File: config.mk
export PLATFORM = sky130hd
export DESIGN_NAME = rr_mask_arbiter
export DESIGN_NICKNAME = d
export VERILOG_FILES = /design/src/rtl/rr_mask_arbiter.sv
export SDC_FILE = /design/constraint.sdc
export NUM_CORES = 1
export LEC_CHECK = 0
export ABC_AREA = 1
export CAP_MARGIN = 10
export CORE_ASPECT_RATIO = 0.9
export CORE_MARGIN = 3
export CORE_UTILIZATION = 47
export DETAILED_ROUTE_END_ITERATION = 8
export PLACE_DENSITY = 0.78
export SYNTH_ARGS = -nofsm -noshare
export SYNTH_HDL_FRONTEND = slang
export SYNTH_SLANG_ARGS = --single-unit
File: constraint.sdc
create_clock -name clk -period 1.8 [get_ports clk]
set_input_delay 0.45 -clock clk [delete_from_list [all_inputs] [get_ports clk]]
set_output_delay 0.45 -clock clk [all_outputs]
set_load 0.02 [all_outputs]
File: src/rtl/rr_mask_arbiter.sv
// Round-robin arbiter with a registered thermometer priority mask and a per-owner
// hold limit. One-cycle request-to-grant latency; handover happens without an idle bubble.
module rr_mask_arbiter #(
  parameter int N        = 5,
  parameter int HOLD_MAX = 4
) (
  input  logic                          clk,
  input  logic                          rst,
  input  logic [N-1:0]                  req,
  output logic [N-1:0]                  grant,
  output logic                          grant_valid,
  output logic [$clog2(N)-1:0]          grant_id,
  output logic [N-1:0]                  mask,
  output logic                          dbg_state,
  output logic [$clog2(HOLD_MAX+1)-1:0] dbg_hold_cnt,
  output logic [$clog2(N)-1:0]          dbg_last_id
);

  localparam int IW = $clog2(N);
  localparam int HW = $clog2(HOLD_MAX + 1);
  localparam logic [HW-1:0] HOLD_LAST = HW'(HOLD_MAX - 1);
  localparam logic [HW-1:0] HOLD_ONE  = HW'(1);
  localparam logic [IW-1:0] LAST_RST  = IW'(N - 1);

  typedef enum logic {IDLE = 1'b0, GRANT = 1'b1} state_t;

  state_t          state;
  logic [HW-1:0]   hold_cnt;
  logic [IW-1:0]   last_id;
  logic [N-1:0]    masked;
  logic [IW-1:0]   win_id;
  logic            has_win;
  logic            owner_req;
  logic            release_now;
  logic            load;
  logic            drop;

  function automatic logic [N-1:0] thermo(input logic [IW-1:0] id);
    logic [N-1:0] t;
    t = '0;
    for (int i = 0; i < N; i++) t[i] = (i > int'(id));
    return t;
  endfunction

  function automatic logic [N-1:0] onehot(input logic [IW-1:0] id);
    logic [N-1:0] t;
    t = '0;
    t[id] = 1'b1;
    return t;
  endfunction

  // Masked candidates override the unmasked fallback; masked is a subset of req.
  always_comb begin
    masked  = req & mask;
    has_win = |req;
    win_id  = '0;
    for (int i = N - 1; i >= 0; i--) if (req[i]) win_id = IW'(i);
    for (int i = N - 1; i >= 0; i--) if (masked[i]) win_id = IW'(i);
  end

  always_comb begin
    owner_req   = req[grant_id];
    release_now = (state == GRANT) && (!owner_req || (hold_cnt == HOLD_LAST));
    load        = has_win && ((state == IDLE) || release_now);
    drop        = release_now && !has_win;
  end

  always_ff @(posedge clk or negedge rst) begin
    if (!rst) begin
      state       <= IDLE;
      grant       <= '0;
      grant_valid <= 1'b0;
      grant_id    <= '0;
      hold_cnt    <= '0;
      last_id     <= LAST_RST;
      mask        <= '0;
    end else if (load) begin
      state       <= GRANT;
      grant       <= onehot(win_id);
      grant_valid <= 1'b1;
      grant_id    <= win_id;
      hold_cnt    <= '0;
      last_id     <= win_id;
      mask        <= thermo(win_id);
    end else if (drop) begin
      // last_id and mask keep the priority history across the idle period.
      state       <= IDLE;
      grant       <= '0;
      grant_valid <= 1'b0;
      grant_id    <= '0;
      hold_cnt    <= '0;
    end else if (state == GRANT) begin
      hold_cnt    <= hold_cnt + HOLD_ONE;
    end
  end

  assign dbg_state    = state;
  assign dbg_hold_cnt = hold_cnt;
  assign dbg_last_id  = last_id;

endmodule

# After elaboration in Yosys (flattened, before gate mapping)
# Index checks and enable logic that the tools add are counted.
[word_totals]
register_bits = 19
inputBits = 7
output_inout_bits = 21
word_cells = 51
[op_classes]
addsub = 1
order_cmp = 7
n_eq_ne = 1
n_mux = 23
bitwise = 2
reduce_logical = 11
[ops]
columns = ["operator", "count"]
rows = [
  ["3-bit 2-to-1 mux", 15],
  ["5-bit 2-to-1 mux", 2],
  ["3-bit by 4-bit less-than comparator with 1-bit output, second input constant", 2],
  ["2-bit by 3-bit greater-than comparator with 1-bit output, first input constant", 2],
  ["5-bit AND", 1],
  ["5-bit OR reduction", 1],
  ["1-bit logical AND", 4],
  ["1-bit 2-to-1 mux", 4],
  ["3-bit by 1-bit adder with 3-bit output, second input constant", 1],
  ["1-bit binary-select mux with 3-bit select", 1],
  ["1-bit demux with 3-bit select", 1],
  ["3-bit by 2-bit == test with 1-bit output, second input constant", 1],
  ["3-bit by 1-bit >= comparator with 1-bit output, second input constant", 1],
  ["1-bit by 3-bit greater-than comparator with 1-bit output, first input constant", 1],
  ["3-bit greater-than comparator, first input constant", 1],
  ["3-bit nonzero test", 1],
  ["1-bit zero test", 2],
  ["1-bit logical OR", 2],
  ["2-bit nonzero test", 1],
  ["1-bit inverter", 1],
]

# Longest topological paths before layout
# Gate-level depths: netlist of run 1.
[logic_depth]
word_depth = 15
ltp_mapped = 10
mapped_depth_nobuf = 10

# Worst setup path after synthesis of run 1
# No wires, ideal clock.
[synth_path]
path_type = "reg2reg"
from = "reg hold_cnt[0] (netlist: dbg_hold_cnt[0])"
to = "reg grant[4]"
setup_ps = 119
arrival_time_ps = 1351
required_time_ps = 1681
path_slack_ps = 330
path_stages_with_launch = 7
path_buffers = 0
synth_period_minus_slack_ps = 1470
cell_sequence = "dfrtp_1 ha_1 ha_1 nor2_4 nand2_8 nand3b_1 nand2_1"
[synth_via]
elab_chain_cells = 6
word_cells_on_any_way = 8
cone_classes = "eq/ne: 1; mux: 1; reduce/logical: 6"
[synth_lines]
columns = ["item", "line_no", "rtl"]
rows = [
  ["from (decl)", "28", "logic [HW-1:0] hold_cnt;"],
  ["from (signal assigned)", "93", "hold_cnt <= hold_cnt + HOLD_ONE;"],
  ["3-bit by 2-bit == test with 1-bit output (*)", "63", "release_now = (state == GRANT) && (!owner_req || (hold_cnt == HOLD_LAST));"],
  ["1-bit logical OR (*)", "63", ""],
  ["1-bit logical AND (*)", "63", ""],
  ["1-bit logical OR", "64", "load = has_win && ((state == IDLE) || release_now);"],
  ["1-bit logical AND", "64", ""],
  ["5-bit 2-to-1 mux / 2-bit nonzero test (equally long branches)", "-", ""],
  ["to (signal assigned)", "79", "grant <= onehot(win_id);"],
  ["to (decl)", "10", "output logic [N-1:0] grant,"],
]
# Mark *: on every way between the ends. The rest lies on a longest branch, timed or not.
# A chain may end at the register's enable or synchronous reset.

# Worst setup path in the final report of run 1
[layout_path]
from = "reg mask[2]"
to = "out mask[2]"
[layout_rtl]
columns = ["item", "line_no", "rtl"]
rows = [
  ["from (decl)", "13", "output logic [N-1:0] mask,"],
  ["from (signal assigned)", "84", "mask <= thermo(win_id);"],
]
# No word-level cell between the ends.

==> load_flow_metrics.sql, run 1 <==
INSERT INTO impl_metrics (metric_group, metric, value, unit) VALUES
('synthesis', 'synth_area', '1060', 'µm²'),
('cells_and_area', 'layout_commonest_cell', 'sky130_fd_sc_hd__nand2_1', ''),
('critical_path', 'max_fanout_on_critical_path', '3', ''),
('critical_path', 'cpLargestDelayFamily', 'buffers and inverters', ''),
('place', 'postPlaceCellArea', '1370', 'µm²'),
('cells_and_area', 'layout_common_cells', '56 x sky130_fd_sc_hd__nand2_1, 18 x sky130_fd_sc_hd__dfrtp_1, 14 x sky130_fd_sc_hd__clkdlybuf4s50_1', ''),
('sta', 'rsz0062_at_grt', 'no', ''),
('cells_and_area', 'design.final.nets', '173', ''),
('critical_path', 'required', '1350', 'ps'),
('critical_path', 'worst_setup_start_kind', 'flop', ''),
('critical_path', 'reg2regPathDepth', '6', ''),
('die', 'placementRows', '15', ''),
('clocking', 'tritoncts', 'yes', ''),
('sta', 'final-max-slew-violation-count', '0', ''),
('route', 'route.detailed.vias_per_inst', '5.02', ''),
('die', 'ioPinCount', '28', ''),
('synthesis', 'post_synth.cell_area_avg', '8.08', 'µm²'),
('critical_path', 'critical-path-slowest-cell', 'sky130_fd_sc_hd__clkdlybuf4s50_1', ''),
('grt', 'grt_max_degree', '20', ''),
('sta', 'fin_ws', '62.4', 'ps'),
('route', 'vias', '944', ''),
('die', 'die_height', '51.0', 'µm'),
('power_and_ir_drop', 'power.density', '1610', 'nW/µm²'),
('power_and_ir_drop', 'total_leakage_power', '0.797', 'nW'),
('route', 'drc', '0', ''),
('grt', 'antenna_found_initial', '0', ''),
('synthesis', 'syn-num-nets', '140', ''),
('clocking', 'tritoncts_num_sinks', '19', ''),
('critical_path', 'critPathLaunch', 'mask[2]', ''),
('sta', 'worst_hold_slack', '470', 'ps'),
('cells_and_area', 'post_layout_nonfiller_instances', '188', ''),
('synthesis', 'synth.yosys.warnings', '0', ''),
('critical_path', 'arrival', '1290', 'ps'),
('synthesis', 'synth_top_cell_by_area', 'sky130_fd_sc_hd__dfrtp_1', ''),
('critical_path', 'total_buffers_and_inverters_traversed_by_the_critical_path', '1', ''),
('critical_path', 'critical_path.endpoint', 'mask[2]', ''),
('critical_path', 'reg2reg_slack', '220', 'ps'),
('place', 'global_placement_routability_congestion', '0.843', ''),
('synthesis', 'synth_sequential_area_ratio', '45.0', '%'),
('sta', 'timing.final.crit_period', '1740', 'ps'),
('grt', 'grt_overflow', '0', ''),
('synthesis', 'netlist_instances', '131', ''),
('critical_path', 'endpoint_type_of_the_worst_setup_path', 'output pin', ''),
('clocking', 'clock_tree.root_cell', 'sky130_fd_sc_hd__clkbuf_4', ''),
('synthesis', 'ys_types', '23', ''),
('grt', 'first_global_vias', '966', ''),
('critical_path', 'r2r-end', 'grant_id[2]', ''),
('outcome', 'outcome', 'finished, final reports clean', ''),
('clocking', 'cts-hold-fix-buffers', '0', ''),
('cells_and_area', 'num_antenna_cells', '0', ''),
('die', 'initial_util', '52.2', '%'),
('route', 'detail_route.wl_per_cell', '13.0', 'µm'),
('route', 'drt-pass1-iter-count', '4', ''),
('clocking', 'htree_levels', '1', ''),
('place', 'io_buffer_count', '26', ''),
('route', 'ant_nets', '0', ''),
('route', 'drt-total-wl', '2.44', 'mm'),
('critical_path', 'crit_chain', 'clkdlybuf4s50_1', ''),
('clocking', 'cts_post_setup_buffers_inserted', '0', ''),
('grt', 'first_pass_grt_wire_length', '4.28', 'mm'),
('die', 'die_w', '56.0', 'µm'),
('synthesis', 'synth_largest_type_area_fraction', '42.6', '%'),
('cells_and_area', 'area.growth.synth_to_final', '31.9', '%'),
('critical_path', 'worst-setup-path-type', 'reg2out', ''),
('synthesis', 'yosys-top-cells-area', 'sky130_fd_sc_hd__dfrtp_1 43%, sky130_fd_sc_hd__nand2_1 20%, sky130_fd_sc_hd__inv_1 4.3%, sky130_fd_sc_hd__nor2_4 4.3%, sky130_fd_sc_hd__nand2_8 3.8%', ''),
('route', 'drt_iter0_drc', '32', ''),
('sta', 'setup_total_negative_slack', '0', 'ps'),
('cells_and_area', 'fraction_of_final_layout_cells_sized_beyond_drive_strength_1', '14.7', '%'),
('critical_path', 'crit-reg2reg-launch', 'dbg_hold_cnt[0]', ''),
('flow_run', 'max_cap_viol_count', '0', ''),
('clocking', 'cts_buffers', '3', '');
[cell type report]
class,instances,area [µm²]
Fill cell,172,631
Multi-Input combinational cell,95,510
Clock buffer,3,22.5
Tap cell,25,31.3
Inverter,15,56.3
Timing Repair Buffer,30,294
Clock inverter,1,5.00
Sequential cell,19,477
[per-stage QoR]
step	utilization (%)	power [mW]
2_1_floorplan	-	1.57
3_3_place_gp	67.3	2.04
3_5_place_dp	67.3	2.08
4_1_cts	68.3	2.27
5_1_grt	68.9	2.44
6_report	68.9	2.24
[power by group]
group          total, mW  switching (mW)  leakage (nW)  internal, mW
Sequential         0.724           0.129         0.236         0.595
Clock              0.214           0.132        0.0177        0.0827
Combinational       1.30           0.797         0.543         0.506
Total               2.24            1.06         0.797          1.18
[cells in the mapped netlist, drive strengths merged]
library cell,n
inv,15
o21a,1
ha,2
nand4,1
conb,1
dfrtp,18
o21ai,2
dfstp,1
nor3,1
nand2,62
nor2,9
nand3,9
a21oi,4
nand3b,2
a21o,1
buf,2
[kinds of logic after synthesis]
logic type | synth area share, %
other cells | 0.354
flops | 45.0
simple gates | 40.9
compound gates | 4.61
fa+ha+maj | 2.36
buf+inv | 6.74
[repair_timing]
| action | 4_1_cts | 5_1_grt |
|---|---|---|
| resized for setup | 7 | 5 |
| setup endpoints to repair | 7 | 5 |
| endpoints found under the hold margin | 0 | 0 |
[worst min-delay path by stage]
stage	endpoint	from	cells after the start
2_1_floorplan	dbg_hold_cnt[0]	rst	0
3_3_place_gp	dbg_last_id[2]	dbg_last_id[2]	2
3_5_place_dp	dbg_last_id[2]	dbg_last_id[2]	2
4_1_cts	dbg_last_id[2]	dbg_last_id[2]	2
5_1_grt	grant[4]	rst	2
6_report	dbg_hold_cnt[2]	rst	2
[sequential cells by signal, indices dropped and copies added, names as in the netlist]
name and flops:
mask 4, grant 5, dbg_hold_cnt 3, grant_id 3
dbg_last_id 3, dbg_state 1
[routing by layer]
metal / vias up / wire length [µm] / track usage [%]
met5: - / 0 / 0
met2: 29 / 1150 / 30.7
met4: 0 / 25 / 6.32
met3: 4 / 117 / 4.29
li1: 464 / - / -
met1: 447 / 1150 / 24.8
No activity file was read; power rests on OpenSTA's default activity.
==> inputs of run 2 (changes only) <==
Settings changed: REMOVE_ABC_BUFFERS set to 1.
==> load_flow_metrics.sql, run 2 (synthesis results as in run 1) <==
INSERT INTO impl_metrics (metric_group, metric, value, unit) VALUES
('critical_path', 'worst_setup_start_kind', 'flop', ''),
('sta', 'final-max-slew-violation-count', '0', ''),
('cells_and_area', 'area.growth.synth_to_final', '32.7', '%'),
('sta', 'maxClockFrequency', '570', 'MHz'),
('cells_and_area', 'layout_common_cells', '56 x sky130_fd_sc_hd__nand2_1, 18 x sky130_fd_sc_hd__dfrtp_1, 16 x sky130_fd_sc_hd__clkdlybuf4s50_1', ''),
('clocking', 'clk_transition_reported_paths', '100', 'ps'),
('power_and_ir_drop', 'power.density', '1600', 'nW/µm²'),
('cells_and_area', 'largestRegisters', 'grant (5), mask (4)', ''),
('clocking', 'tritoncts', 'yes', ''),
('critical_path', 'critical-path-slowest-cell', 'sky130_fd_sc_hd__clkdlybuf4s50_1', ''),
('route', 'drt-total-wl', '2.31', 'mm'),
('clocking', 'cts_max_path_buffers', '2', ''),
('place', 'global_placement_routability_congestion', '0.903', ''),
('critical_path', 'max_fanout_on_critical_path', '3', ''),
('route', 'drc', '0', ''),
('die', 'fp.coreArea', '2030', 'µm²'),
('cells_and_area', 'n_fill_cell', '185', ''),
('clocking', 'tritoncts_num_sinks', '19', ''),
('route', 'drt-pass1-iter-count', '4', ''),
('grt', 'antenna_found_initial', '0', ''),
('cells_and_area', 'flip_flop_count_of_the_largest_register_all_copies_and_words_added', '5', ''),
('grt', 'grt_use_total', '18.4', '%'),
('cells_and_area', 'fraction_of_final_layout_cells_sized_beyond_drive_strength_1', '14.6', '%'),
('cells_and_area', 'design.final.nets', '174', ''),
('clocking', 'cts_buffers', '3', ''),
('critical_path', 'required', '1350', 'ps'),
('clocking', 'clk_latency', '300', 'ps'),
('route', 'detail_route.wl_per_cell', '12.2', 'µm'),
('grt', 'first_pass_grt_wire_length', '4.10', 'mm'),
('power_and_ir_drop', 'total_leakage_power', '0.793', 'nW'),
('critical_path', 'total_buffers_and_inverters_traversed_by_the_critical_path', '1', ''),
('grt', 'first_global_vias', '951', ''),
('sta', 'worst_hold_slack', '469', 'ps'),
('cells_and_area', 'combined_area_of_the_multi_input_logic_cells', '510', 'µm²'),
('cells_and_area', 'layout_commonest_cell', 'sky130_fd_sc_hd__nand2_1', ''),
('die', 'die_w', '56.0', 'µm'),
('power_and_ir_drop', 'power.ir.vdd_worst', '0.936', 'mV'),
('place', 'dp.cells', '185', ''),
('critical_path', 'r2r-end', 'grant[4]', ''),
('die', 'initial_util', '52.2', '%'),
('place', 'detailed_place_hpwl', '1.79', 'mm'),
('critical_path', 'reg2reg_slack', '270', 'ps'),
('cells_and_area', 'post_layout_nonfiller_instances', '189', ''),
('sta', 'timing.final.crit_period', '1750', 'ps'),
('critical_path', 'cpLargestDelayFamily', 'buffers and inverters', ''),
('critical_path', 'worst-setup-path-type', 'reg2out', ''),
('place', 'io_buffer_count', '26', ''),
('critical_path', 'arrival', '1300', 'ps'),
('flow_run', 'max_cap_viol_count', '0', ''),
('sta', 'rsz0062_at_grt', 'no', ''),
('clocking', 'htree_levels', '1', ''),
('min_path', 'hold_path_class', 'in2async', ''),
('critical_path', 'reg2regPathDepth', '6', ''),
('critical_path', 'crit_chain', 'clkdlybuf4s50_1', ''),
('critical_path', 'crit_path_largest_cell_delay', '620', 'ps'),
('die', 'floorplan.die_area', '2860', 'µm²'),
('clocking', 'clock_tree.root_cell', 'sky130_fd_sc_hd__clkbuf_4', ''),
('die', 'placementRows', '15', ''),
('die', 'ioPinCount', '28', ''),
('critical_path', 'crit-reg2reg-launch', 'dbg_hold_cnt[0]', ''),
('route', 'vias', '927', ''),
('sta', 'finClkSkew', '1.66', 'ps'),
('grt', 'grt_overflow', '0', ''),
('die', 'die_height', '51.0', 'µm'),
('route', 'ant_nets', '0', ''),
('cells_and_area', 'num_antenna_cells', '0', ''),
('cells_and_area', 'regMostFlops', 'grant', ''),
('clocking', 'cts-hold-fix-buffers', '0', ''),
('sta', 'report.final.hold_viol_count', '0', ''),
('sta', 'setup_viol', '0', ''),
('critical_path', 'endpoint_type_of_the_worst_setup_path', 'output pin', ''),
('route', 'route.detailed.vias_per_inst', '4.90', ''),
('sta', 'layout_worst_path_cycle_share', '97.4', '%'),
('cells_and_area', 'final_core_utilization', '69.3', '%'),
('cells_and_area', 'seq_area', '477', 'µm²'),
('outcome', 'outcome', 'finished, final reports clean', ''),
('route', 'drt_iter0_drc', '11', ''),
('grt', 'grt_max_degree', '20', '');
[run 2: area by class of cell]
class	count	share of cell area, %
clock buffer	4	1.87
inverter	15	4.01
sequential	19	33.9
timing repair buffer	31	21.6
multi-input combinational	95	36.3
tap	25	2.23
[run 2: worst max path at each step]
stage | cells past startpoint | slack (ps) | end | startpoint
after floorplan | 6 | 330 | grant[4] | dbg_hold_cnt[0]
after global placement | 10 | -100 | grant[4] | req[1]
after detailed placement | 10 | -160 | grant[4] | req[2]
after CTS | 1 | 6 | grant_id[0] | grant_id[0]
after global routing | 1 | 3 | mask[1] | mask[1]
final | 1 | 50 | mask[2] | mask[2]
[run 2: where the power goes]
group	leakage [nW]	switching, mW	internal, mW
clock	0.0150	0.131	0.0864
combinational	0.542	0.791	0.524
sequential	0.236	0.126	0.595
[run 2: per-layer routing]
| layer | track usage, % | wire [µm] | part of all wire [%] | vias to the layer above |
|---|---|---|---|---|
| met5 | 0 | 0 | 0 | - |
| met3 | 3.28 | 104 | 4.5 | 5 |
| met2 | 28.8 | 1030 | 45 | 23 |
| li1 | - | - | - | 471 |
| met1 | 25.4 | 1130 | 49 | 428 |
| met4 | 7.11 | 42 | 1.8 | 0 |
[run 2: what timing repair did]
item                                   in CTS  in global routing
gates resized for setup                     5                  5
buffers inserted                            0                  0
setup endpoints to repair                   5                  5
endpoints found under the hold margin       0                  0
[run 2: per-stage QoR]
| step | TNS (ps) | total power, mW | area, µm² | setup slack (ps) |
|---|---|---|---|---|
| global route | 0 | 2.44 | 1410 | 3.38 |
| CTS | 0 | 2.28 | 1390 | 5.61 |
| global placement | -507 | 2.05 | 1370 | -97.7 |
| floorplan | 0 | 1.56 | 1040 | 330 |
| finish | 0 | 2.25 | 1410 | 46.6 |
| detailed placement | -1330 | 2.08 | 1370 | -155 |
==> inputs of run 3 (changes only) <==
Settings changed: RECOVER_POWER set to 100.
==> load_flow_metrics.sql, run 3 (synthesis results as in run 1) <==
INSERT INTO impl_metrics (metric_group, metric, value, unit) VALUES
('power_and_ir_drop', 'power.density', '1620', 'nW/µm²'),
('sta', 'layout_worst_path_cycle_share', '97.0', '%'),
('die', 'floorplan.die_area', '2860', 'µm²'),
('grt', 'grt_overflow', '0', ''),
('grt', 'grt_max_degree', '20', ''),
('critical_path', 'required', '1350', 'ps'),
('cells_and_area', 'regMostFlops', 'grant', ''),
('place', 'postPlaceCellArea', '1370', 'µm²'),
('grt', 'grt_use_total', '18.4', '%'),
('critical_path', 'total_buffers_and_inverters_traversed_by_the_critical_path', '1', ''),
('route', 'ant_nets', '0', ''),
('die', 'placementRows', '15', ''),
('power_and_ir_drop', 'overall_power_after_layout', '2.17', 'mW'),
('critical_path', 'cp.depth', '1', ''),
('die', 'die_w', '56.0', 'µm'),
('route', 'vias', '942', ''),
('critical_path', 'crit_path_largest_cell_delay', '620', 'ps'),
('grt', 'first_global_vias', '951', ''),
('critical_path', 'reg2reg_slack', '260', 'ps'),
('grt', 'antenna_found_initial', '0', ''),
('power_and_ir_drop', 'switching_power', '1.03', 'mW'),
('die', 'die_height', '51.0', 'µm'),
('critical_path', 'reg2regPathDepth', '7', ''),
('route', 'drt_iter0_drc', '10', ''),
('sta', 'fin_ws', '54.3', 'ps'),
('clocking', 'cts-hold-fix-buffers', '0', ''),
('cells_and_area', 'layout_commonest_cell', 'sky130_fd_sc_hd__nand2_1', ''),
('power_and_ir_drop', 'total_leakage_power', '0.708', 'nW'),
('clocking', 'cts_buffers', '3', ''),
('sta', 'timing_worst_slew_pin_value', '1010', 'ps'),
('cells_and_area', 'fraction_of_final_layout_cells_sized_beyond_drive_strength_1', '13.4', '%'),
('place', 'dp.cells', '185', ''),
('route', 'drt-pass1-iter-count', '4', ''),
('cells_and_area', 'num_antenna_cells', '0', ''),
('cells_and_area', 'area.growth.synth_to_final', '26.7', '%'),
('clocking', 'cts_max_path_buffers', '2', ''),
('critical_path', 'arrival', '1300', 'ps'),
('power_and_ir_drop', 'power.ir.vdd_worst', '0.928', 'mV'),
('route', 'drt-total-wl', '2.32', 'mm'),
('clocking', 'tritoncts_num_sinks', '19', ''),
('sta', 'report.final.hold_viol_count', '0', ''),
('sta', 'final-max-slew-violation-count', '0', ''),
('outcome', 'outcome', 'finished, final reports clean', ''),
('clocking', 'htree_levels', '1', ''),
('cells_and_area', 'design.final.nets', '174', ''),
('grt', 'first_pass_grt_wire_length', '4.10', 'mm'),
('route', 'detail_route.wl_per_cell', '12.3', 'µm'),
('place', 'dpl_worst_slack', '-155', 'ps'),
('cells_and_area', 'combined_area_of_the_multi_input_logic_cells', '494', 'µm²'),
('sta', 'max-slew-margin-rel', '32.4', '%'),
('cells_and_area', 'post_layout_nonfiller_instances', '189', ''),
('route', 'route.detailed.vias_per_inst', '4.98', ''),
('flow_run', 'max_cap_viol_count', '0', ''),
('clocking', 'clk_transition_reported_paths', '110', 'ps'),
('power_and_ir_drop', 'internal_power', '1.14', 'mW'),
('critical_path', 'max_fanout_on_critical_path', '3', ''),
('die', 'fp.coreArea', '2030', 'µm²'),
('critical_path', 'cpLargestDelayFamily', 'buffers and inverters', ''),
('power_and_ir_drop', 'p_clk_share', '9.8', '%'),
('power_and_ir_drop', 'power_frac_comb', '56.9', '%'),
('clocking', 'clk_latency', '290', 'ps'),
('cells_and_area', 'seq_area', '477', 'µm²'),
('min_path', 'hold_path_class', 'reg2reg', ''),
('critical_path', 'critical-path-slowest-cell', 'sky130_fd_sc_hd__clkdlybuf4s50_1', ''),
('critical_path', 'worst_setup_start_kind', 'flop', ''),
('critical_path', 'worst-setup-path-type', 'reg2out', ''),
('route', 'drc', '0', ''),
('power_and_ir_drop', 'power.share.sequential', '33.3', '%'),
('die', 'initial_util', '52.2', '%'),
('clocking', 'tritoncts', 'yes', ''),
('cells_and_area', 'largestRegisters', 'grant (5), mask (4)', ''),
('cells_and_area', 'layout_common_cells', '57 x sky130_fd_sc_hd__nand2_1, 18 x sky130_fd_sc_hd__dfrtp_1, 15 x sky130_fd_sc_hd__clkdlybuf4s50_1', ''),
('sta', 'maxClockFrequency', '573', 'MHz'),
('sta', 'timing.final.crit_period', '1750', 'ps'),
('clocking', 'clock_tree.root_cell', 'sky130_fd_sc_hd__clkbuf_4', ''),
('cells_and_area', 'flip_flop_count_of_the_largest_register_all_copies_and_words_added', '5', ''),
('critical_path', 'endpoint_type_of_the_worst_setup_path', 'output pin', ''),
('cells_and_area', 'n_fill_cell', '194', ''),
('sta', 'rsz0062_at_grt', 'no', ''),
('cells_and_area', 'postLayoutCellArea', '1340', 'µm²'),
('power_and_ir_drop', 'sw_frac_of_total', '47.5', '%'),
('place', 'io_buffer_count', '26', ''),
('sta', 'finClkSkew', '3.32', 'ps'),
('min_path', 'holdPathStages', '2', ''),
('place', 'detailed_place_hpwl', '1.79', 'mm'),
('critical_path', 'crit_chain', 'clkdlybuf4s50_1', ''),
('die', 'ioPinCount', '28', ''),
('sta', 'setup_viol', '0', ''),
('place', 'global_placement_routability_congestion', '0.903', '');
[run 3: per-stage QoR]
| step | hold slack, ps | util [%] | TNS, ps |
|---|---|---|---|
| floorplan | 154 | - | 0 |
| global placement | 456 | 67.7 | -507 |
| detailed placement | 463 | 67.7 | -1330 |
| CTS | 471 | 68.7 | 0 |
| global route | 502 | 66.2 | 0 |
| finish | 474 | 66.2 | 0 |
[run 3: worst reg2reg max path, cell delays in order, from the launching register on]
cell	delay (ps)
sky130_fd_sc_hd__dfrtp_1	420
sky130_fd_sc_hd__ha_1	230
sky130_fd_sc_hd__ha_1	220
sky130_fd_sc_hd__nor2_4	200
sky130_fd_sc_hd__nand2_8	100
sky130_fd_sc_hd__nand2_2	160
sky130_fd_sc_hd__nand2_1	80
sky130_fd_sc_hd__nand2_1	70
[run 3: path summary, 6_finish.rpt]
check                                 from         endpoint
setup / recovery                   mask[2]          mask[2]
hold / removal              dbg_last_id[2]   dbg_last_id[2]
setup reg to reg           dbg_hold_cnt[0]         grant[3]
hold reg to reg             dbg_last_id[2]   dbg_last_id[2]
max in group asynchronous              rst         grant[3]
min in group asynchronous              rst  dbg_hold_cnt[1]
[run 3: final cells by class]
cell class                 instances  share of cell area [%]
sequential                        19                    35.5
tap                               25                    2.33
timing repair buffer              31                    19.1
clock buffer                       4                    1.96
multi-input combinational         95                    36.8
inverter                          15                    4.20
[run 3: power groups by stage]
stage | Sequential [mW] | Clock [mW] | Combinational [mW]
2_1_floorplan | 0.899 | 0 | 0.665
3_3_place_gp | 0.725 | 0 | 1.32
3_5_place_dp | 0.728 | 0 | 1.35
4_1_cts | 0.720 | 0.219 | 1.34
5_1_grt | 0.741 | 0.237 | 1.38
6_report | 0.723 | 0.214 | 1.24
[run 3: repair_timing]
| action | in CTS | in global routing |
|---|---|---|
| resized for setup | 5 | 5 |
| hold endpoints to repair | 0 | 0 |
| setup endpoints to repair | 5 | 5 |
| pin swaps | 0 | 0 |
| buffers inserted | 0 | 0 |
| cloned | 0 | 0 |
[run 3: layer usage]
layer / global-route usage (%) / up-vias / wire (µm)
met2: 28.8 / 24 / 1070
li1: - / 470 / -
met3: 3.28 / 2 / 115
met5: 0 / - / 0
met4: 7.11 / 0 / 12
met1: 25.4 / 446 / 1130
